## src/rtl/instruction_fetch_unit.sv

```systemverilog
// Fetch front-end: owns the PC, issues one-cycle-latency reads to instruction memory
// and buffers returned words in a prefetch queue drained by decode via valid/ready.
module instruction_fetch_unit #(
    parameter int                    ADDR_WIDTH  = 8,
    parameter int                    INSTR_WIDTH = 16,
    parameter int                    QUEUE_DEPTH = 4,
    parameter logic [ADDR_WIDTH-1:0] RESET_PC    = {ADDR_WIDTH{1'b0}}
) (
    input  logic                             clock,
    input  logic                             reset,
    output logic                             imem_req,
    output logic [ADDR_WIDTH-1:0]            imem_addr,
    input  logic [INSTR_WIDTH-1:0]           imem_rdata,
    input  logic                             redirect_valid,
    input  logic [ADDR_WIDTH-1:0]            redirect_pc,
    output logic                             instr_valid,
    output logic [INSTR_WIDTH-1:0]           instr,
    output logic [ADDR_WIDTH-1:0]            instr_pc,
    input  logic                             instr_ready,
    output logic [$clog2(QUEUE_DEPTH+1)-1:0] queue_count
);

    localparam int PTR_W = $clog2(QUEUE_DEPTH);
    localparam int CNT_W = $clog2(QUEUE_DEPTH + 1);

    logic [ADDR_WIDTH-1:0]  fetch_pc_r;
    logic                   inflight_r;
    logic [ADDR_WIDTH-1:0]  inflight_pc_r;
    logic [INSTR_WIDTH-1:0] data_mem_r [QUEUE_DEPTH];
    logic [ADDR_WIDTH-1:0]  pc_mem_r   [QUEUE_DEPTH];
    logic [PTR_W-1:0]       head_r;
    logic [PTR_W-1:0]       tail_r;
    logic [CNT_W-1:0]       count_r;

    logic                   valid_s;
    logic                   pop_s;
    logic                   push_s;
    logic                   issue_s;
    logic [CNT_W:0]         demand_s;

    // Issue decision: queued + in-flight - leaving this cycle must leave a free slot.
    always_comb begin
        valid_s  = (count_r != {CNT_W{1'b0}});
        pop_s    = valid_s && instr_ready;
        demand_s = (CNT_W+1)'(count_r) + (CNT_W+1)'(inflight_r) - (CNT_W+1)'(pop_s);
        issue_s  = !reset && !redirect_valid && (demand_s < (CNT_W+1)'(QUEUE_DEPTH));
        // A redirect squashes the response landing this cycle along with the queue.
        push_s   = inflight_r && !redirect_valid;
    end

    // Output drive: head entry is presented only while the queue is non-empty.
    always_comb begin
        imem_req    = issue_s;
        imem_addr   = fetch_pc_r;
        instr_valid = valid_s;
        instr       = valid_s ? data_mem_r[head_r] : {INSTR_WIDTH{1'b0}};
        instr_pc    = valid_s ? pc_mem_r[head_r]   : {ADDR_WIDTH{1'b0}};
        queue_count = count_r;
    end

    // PC, in-flight tracking and queue pointers; reset beats redirect beats normal flow.
    always_ff @(posedge clock) begin
        if (reset) begin
            fetch_pc_r    <= RESET_PC;
            inflight_r    <= 1'b0;
            inflight_pc_r <= {ADDR_WIDTH{1'b0}};
            head_r        <= {PTR_W{1'b0}};
            tail_r        <= {PTR_W{1'b0}};
            count_r       <= {CNT_W{1'b0}};
        end else if (redirect_valid) begin
            fetch_pc_r    <= redirect_pc;
            inflight_r    <= 1'b0;
            inflight_pc_r <= {ADDR_WIDTH{1'b0}};
            head_r        <= {PTR_W{1'b0}};
            tail_r        <= {PTR_W{1'b0}};
            count_r       <= {CNT_W{1'b0}};
        end else begin
            inflight_r    <= issue_s;
            inflight_pc_r <= fetch_pc_r;
            if (issue_s) begin
                fetch_pc_r <= fetch_pc_r + ADDR_WIDTH'(1);
            end else begin
                fetch_pc_r <= fetch_pc_r;
            end
            if (push_s) begin
                tail_r <= tail_r + PTR_W'(1);
            end else begin
                tail_r <= tail_r;
            end
            if (pop_s) begin
                head_r <= head_r + PTR_W'(1);
            end else begin
                head_r <= head_r;
            end
            case ({push_s, pop_s})
                2'b10:   count_r <= count_r + CNT_W'(1);
                2'b01:   count_r <= count_r - CNT_W'(1);
                default: count_r <= count_r;
            endcase
        end
    end

    // Queue storage: the returning word and its tagged PC land at the tail.
    always_ff @(posedge clock) begin
        if (!reset && push_s) begin
            data_mem_r[tail_r] <= imem_rdata;
            pc_mem_r[tail_r]   <= inflight_pc_r;
        end
    end

endmodule

```

## config.mk

```make
export PLATFORM = sky130hd
export DESIGN_NAME = instruction_fetch_unit
export DESIGN_NICKNAME = d
export VERILOG_FILES = /design/src/rtl/instruction_fetch_unit.sv
export SDC_FILE = /design/constraint.sdc
export NUM_CORES = 1
export LEC_CHECK = 0
export CAP_MARGIN = 20
export CORE_MARGIN = 8
export CORE_UTILIZATION = 55
export DETAILED_ROUTE_END_ITERATION = 8
export GPL_ROUTABILITY_DRIVEN = 0
export PLACE_DENSITY = 0.8
export SYNTH_ARGS = -nofsm -noshare
export SYNTH_HDL_FRONTEND = slang
export SYNTH_SLANG_ARGS = --single-unit
```

## constraint.sdc

```tcl
create_clock -name clock -period 3.7 [get_ports clock]
set_input_delay 0.555 -clock clock [delete_from_list [all_inputs] [get_ports clock]]
set_output_delay 0.555 -clock clock [all_outputs]
set_load 0.005 [all_outputs]
```

## After elaboration in Yosys (flattened, before gate mapping)

Memory sizes are Yosys's and may differ from the RTL's. A register that Yosys moved wholly into a read port is not among the register bits.
Cells that the tools add are included.

- Bits in registers: 24
- Memory bits (writable): 96
- Output and inout bits: 37
- Logic and storage cells: 40
- Memories kept: 2

- Add/subtract/negate cells: 7
- Magnitude comparators: 1
- Equality and inequality tests: 2
- Multiplexer cells: 11
- Reductions and logical operators: 11

Memories:

| name | words | bits a word | rd ports | clocked after memory_dff | wr ports | RTL line | text |
|---|---|---|---|---|---|---|---|
| data_mem_r | 4 | 16 | 1 | 1 | 1 | 29 | `logic [INSTR_WIDTH-1:0] data_mem_r [QUEUE_DEPTH];` |
| pc_mem_r | 4 | 8 | 1 | 1 | 1 | 30 | `logic [ADDR_WIDTH-1:0] pc_mem_r [QUEUE_DEPTH];` |

Operators by type and width:

| kind | count |
|---|---|
| 8-bit 2-to-1 mux | 3 |
| 16-bit 2-to-1 mux | 1 |
| 8-bit by 1-bit adder with 8-bit output, second input constant | 1 |
| 2-bit 2-to-1 mux | 4 |
| 3-bit one-hot mux with 2 select lines | 1 |
| 1-bit logical AND | 5 |
| 2-bit by 1-bit adder with 2-bit output, second input constant | 2 |
| 3-bit by 1-bit adder with 4-bit output | 1 |
| 4-bit by 3-bit less-than comparator with 1-bit output, second input constant | 1 |
| 2-bit nonzero test | 2 |
| 4-bit by 1-bit subtractor with 4-bit output | 1 |
| 3-bit by 1-bit adder with 3-bit output, second input constant | 1 |
| 3-bit nonzero test | 1 |
| 3-bit by 1-bit subtractor with 3-bit output, second input constant | 1 |
| 2-bit by 1-bit equality test with 1-bit output, second input constant | 1 |
| 2-bit equality test, second input constant | 1 |
| 1-bit zero test | 2 |
| 1-bit 2-to-1 mux | 2 |
| 2-bit OR reduction | 1 |

## Longest topological paths before layout

- Depth in word-level cells: 7
- Mapped depth: 12
- Gate-level depth less buffers: 9

## Worst setup path after synthesis

No wires, ideal clock.

- Path kind: flip-flop to output port
- From: reg count_r[0], in the netlist queue_count[0]
- To: out imem_req
- Arrival time: 2.643 ns
- Required time: 3.145 ns
- Setup slack: 0.502 ns
- Stages on the path, launching flop included: 13
- Path through: dfxtp_1 > or3_1 > clkbuf_1 > and2_1 > ha_1 > inv_1 > ha_1 > and3b_1 > buf_6 > or4_4 > buf_6 > and2_1 > nor2_1

- Cells in the longest elaborated chain, start to end: 5

Ends and longest elaborated chain:

| element | RTL line | text |
|---|---|---|
| start: declaration | 33 | `logic [CNT_W-1:0] count_r;` |
| start signal: assignment | 69 | `count_r <= {CNT_W{1'b0}};` |
| start signal: assignment | 76 | `count_r <= {CNT_W{1'b0}};` |
| start signal: assignment | 96 | `2'b10: count_r <= count_r + CNT_W'(1);` |
| 3-bit nonzero test | 43 | `valid_s = (count_r != {CNT_W{1'b0}});` |
| 1-bit logical AND | 44 | `pop_s = valid_s && instr_ready;` |
| via pop_s | 36 | `logic pop_s;` |
| 4-bit by 1-bit subtractor with 4-bit output | 45 | `demand_s = (CNT_W+1)'(count_r) + (CNT_W+1)'(inflight_r) - (CNT_W+1)'(pop_s);` |
| 4-bit by 3-bit less-than comparator with 1-bit output | 46 | `issue_s = !reset && !redirect_valid && (demand_s < (CNT_W+1)'(QUEUE_DEPTH));` |
| 1-bit logical AND | 46 |  |
| end: declaration | 11 | `output logic imem_req,` |

The timed path passes the listed nets, and every way through them passes these cells.

## Worst setup path after layout

Ends and elaborated chain as after synthesis.

==> run_summary.xml <==
<?xml version="1.0" encoding="UTF-8"?>
<metrics>
  <group name="clocking">
    <metric name="clk_pin_slew_worst_paths" unit="ns">0.06</metric>
    <metric name="clkSinkCount" unit="">122</metric>
    <metric name="ctsHoldBuffers" unit="">0</metric>
    <metric name="tritoncts_clock_tree" unit="">built</metric>
    <metric name="cts_inserted_buffers" unit="">17</metric>
    <metric name="ctsRootBufferMaster" unit="">sky130_fd_sc_hd__clkbuf_8</metric>
    <metric name="clock_tree.buffer_depth" unit="">2</metric>
    <metric name="clock_latency_at_the_later_pin_of_the_worst_skew_pair" unit="ns">0.51</metric>
    <metric name="htree_num_levels" unit="">4</metric>
  </group>
  <group name="drt">
    <metric name="vias" unit="">2935</metric>
    <metric name="post_drt_via_cell_ratio" unit="">5.74</metric>
    <metric name="drc_markers" unit="">0</metric>
    <metric name="detail_route.first_pass.iterations" unit="">4</metric>
    <metric name="routed_wire_length_per_instance" unit="um">19.0</metric>
    <metric name="detail-route-antenna-nets" unit="">0</metric>
    <metric name="finalWirelength" unit="um">9690</metric>
    <metric name="drt_first_iter_violations" unit="">217</metric>
  </group>
  <group name="run_status">
    <metric name="outcome" unit="">finished clean</metric>
  </group>
  <group name="die">
    <metric name="design.die.area" unit="sq mm">0.0123</metric>
    <metric name="placeable_core_region" unit="sq mm">0.00872</metric>
    <metric name="chipHeight" unit="um">111</metric>
    <metric name="top_level_ports" unit="">65</metric>
    <metric name="width_of_the_die" unit="um">111</metric>
    <metric name="core.rowCount" unit="">34</metric>
    <metric name="start_util" unit="%">56.7</metric>
  </group>
  <group name="synth">
    <metric name="ys_seq_area_share" unit="%">68.8</metric>
    <metric name="synth-main-ff-cell" unit="">sky130_fd_sc_hd__edfxtp_1</metric>
    <metric name="syn_nets" unit="">343</metric>
    <metric name="post_synthesis_instance_area" unit="sq mm">0.00495</metric>
    <metric name="synth.lib_cells_used.distinct" unit="">42</metric>
    <metric name="synth_enable_flop_cells" unit="">96</metric>
    <metric name="async_flop_share" unit="%">0</metric>
    <metric name="ys_ff_latch" unit="">122</metric>
    <metric name="synthesis.instances" unit="">305</metric>
    <metric name="synth_area_per_cell" unit="sq um">16.2</metric>
    <metric name="ys.warnings.count" unit="">0</metric>
  </group>
  <group name="sta">
    <metric name="maximum_frequency_from_static_timing_analysis" unit="GHz">0.291</metric>
    <metric name="timing_max_transition_violations_final" unit="">0</metric>
    <metric name="tns" unit="ns">0</metric>
    <metric name="period_minus_slack" unit="ns">3.44</metric>
    <metric name="final_count_of_hold_timing_violations" unit="">0</metric>
    <metric name="clock_skews" unit="ns">0.00454</metric>
    <metric name="worst_pin_slew" unit="ns">0.722</metric>
    <metric name="grt_setup_unrepaired" unit="">no</metric>
    <metric name="finalSetupViolations" unit="">0</metric>
    <metric name="max_slew_margin" unit="%">51.4</metric>
    <metric name="final.period_utilization" unit="%">93.0</metric>
  </group>
  <group name="cells_and_area">
    <metric name="area_growth_syn_to_layout" unit="%">30.3</metric>
    <metric name="final_cell_count_no_fill" unit="">511</metric>
    <metric name="post_route_cells_drive_above_1_share" unit="%">18.9</metric>
    <metric name="mostFrequentLayoutCells" unit="">96 x sky130_fd_sc_hd__edfxtp_1, 63 x sky130_fd_sc_hd__clkdlybuf4s50_1, 32 x sky130_fd_sc_hd__and2_1, 24 x sky130_fd_sc_hd__mux4_2, 24 x sky130_fd_sc_hd__dfxtp_1</metric>
    <metric name="final_design_area_no_fill" unit="sq mm">0.00645</metric>
    <metric name="nets" unit="">428</metric>
    <metric name="layout_commonest_cell" unit="">sky130_fd_sc_hd__edfxtp_1</metric>
    <metric name="antenna-diode-count" unit="">0</metric>
  </group>
  <group name="placed_design">
    <metric name="buffer_ports.inserted" unit="">64</metric>
    <metric name="dpl_cell_area" unit="sq mm">0.00581</metric>
    <metric name="detailedPlacementHpwl" unit="um">6080</metric>
    <metric name="placedCellCount" unit="">479</metric>
  </group>
  <group name="global_routing">
    <metric name="grt_max_degree" unit="">27</metric>
    <metric name="groute.usage.overall" unit="%">16.5</metric>
    <metric name="grt_antenna_before_repair" unit="">0</metric>
    <metric name="first_global_vias" unit="">3085</metric>
    <metric name="grt_remaining_overflow" unit="">0</metric>
    <metric name="grt_pass1_wl" unit="um">15900</metric>
  </group>
  <group name="min_path">
    <metric name="hold_path_end" unit="">pc_mem_r[1][3]</metric>
    <metric name="worstHoldStart" unit="">inflight_pc_r[3]</metric>
    <metric name="hold_path.class" unit="">reg2reg</metric>
    <metric name="hold_path_depth" unit="">0</metric>
  </group>
  <group name="power_and_ir_drop">
    <metric name="vdd.ir_drop.worst" unit="V">0.000367</metric>
    <metric name="power_density" unit="mW/mm^2">531</metric>
    <metric name="leakagePower" unit="nW">2.23</metric>
    <metric name="finalPower" unit="mW">3.42</metric>
  </group>
  <group name="setup_path">
    <metric name="critPathArrivalTime" unit="ns">2.88</metric>
    <metric name="ff2ff_path_depth" unit="">10</metric>
    <metric name="reg2reg_to" unit="">imem_addr[7]</metric>
    <metric name="worstPathRequired" unit="ns">3.14</metric>
    <metric name="reg_to_reg_setup_timing_slack" unit="ns">0.79</metric>
    <metric name="reg2reg_from" unit="">queue_count[0]</metric>
    <metric name="critical_path.max_fanout" unit="">5</metric>
    <metric name="setup.worst_path.end_class" unit="">primary output</metric>
    <metric name="timing_worst_setup_path_type" unit="">reg2out</metric>
    <metric name="timing.critical_path.from_type" unit="">register</metric>
  </group>
  <group name="flow_run">
    <metric name="cap_violations" unit="">0</metric>
  </group>
</metrics>
synth_stat cells (5+ instances only):
cell | count | area, sq um
sky130_fd_sc_hd__nor4_1 | 6 | 37.5
sky130_fd_sc_hd__and3_1 | 5 | 31.3
sky130_fd_sc_hd__nand2_1 | 5 | 18.8
sky130_fd_sc_hd__dfxtp_1 | 26 | 521
sky130_fd_sc_hd__nor3_1 | 5 | 25.0
sky130_fd_sc_hd__mux4_2 | 24 | 541
sky130_fd_sc_hd__ha_1 | 9 | 113
sky130_fd_sc_hd__and2_1 | 32 | 200
sky130_fd_sc_hd__clkbuf_1 | 11 | 41.3
sky130_fd_sc_hd__nor2_1 | 18 | 67.6
sky130_fd_sc_hd__edfxtp_1 | 96 | 2880
sky130_fd_sc_hd__inv_1 | 15 | 56.3
worst max path at each step:
stage,end,startpoint,cells past startpoint
2_1_floorplan,imem_req,queue_count[0],12
3_3_place_gp,imem_req,instr_ready,10
3_5_place_dp,imem_req,instr_ready,10
4_1_cts,imem_req,queue_count[0],10
5_1_grt,imem_req,queue_count[0],10
6_report,imem_req,queue_count[0],10
report_power, final:
part / internal [mW] / switching (mW) / leakage [nW]
sequential: 1.49 / 0.0184 / 1.10
combinational: 0.0770 / 0.0571 / 0.819
clock: 1.22 / 0.558 / 0.310
total: 2.79 / 0.633 / 2.23
logic make-up (layout without fill, tap and decap cells):
family	count (synthesis)	after routing	share of synthesized area, %
AOI/OAI and AO/OA	24	24	3.92
xor gates and xnor gates	6	6	1.06
adders and majority gates	10	10	2.68
buffers and inverters	32	130	2.78
DFF	122	122	68.8
muxes	25	25	11.1
and+or+nand+nor	86	86	9.66
final cells by class:
class,instances,area (sq um)
Tap cell,108,135
Timing Repair Buffer,82,796
Inverter,16,60.1
Multi-Input combinational cell,151,1410
Fill cell,502,2270
Clock buffer,18,418
Sequential cell,122,3410
Clock inverter,14,226
worst max-delay path: stages (launching register included):
cell                       delay (ns)
sky130_fd_sc_hd__dfxtp_2         0.34
sky130_fd_sc_hd__or3_1           0.38
sky130_fd_sc_hd__and2_1          0.18
sky130_fd_sc_hd__ha_1            0.17
sky130_fd_sc_hd__inv_1           0.05
sky130_fd_sc_hd__ha_1            0.21
sky130_fd_sc_hd__and3b_1         0.18
sky130_fd_sc_hd__or4_4           0.48
sky130_fd_sc_hd__and2_1          0.19
sky130_fd_sc_hd__nor2_1          0.08
sky130_fd_sc_hd__clkbuf_2        0.12
per-layer routing:
metal / up-vias / track usage (%) / routed length, um
met1: 1458 / 19.5 / 4090
met3: 14 / 5.68 / 598
li1: 1346 / - / -
met4: 0 / 7.21 / 138
met2: 117 / 26.6 / 4870
met5: - / 0 / 0
stage by stage:
step | setup WS, ns | hold slack, ns | utilization [%]
global placement | 0.102 | 0.446 | 66.6
global route | 0.0782 | 0.493 | 73.9
detailed placement | 0.0998 | 0.468 | 66.6
CTS | 0.0994 | 0.488 | 74.0
floorplan | 0.502 | 0.438 | -
finish | 0.260 | 0.485 | 73.9
timing repair:
action / 4_1_cts / 5_1_grt
pin swaps: 0 / 0
gates resized for setup: 1 / 3
gates cloned: 0 / 0
endpoints found under the setup margin: 1 / 1
buffers inserted: 0 / 0
state kept, by name, summed over array words and instances (netlist names), named ones only:
signal         cells
pc_mem_r          32
inflight_pc_r      8
tail_r             2
imem_addr          8
queue_count        3
data_mem_r        64
inflight_r         1
head_r             2
(Power assumes the default switching activity.)
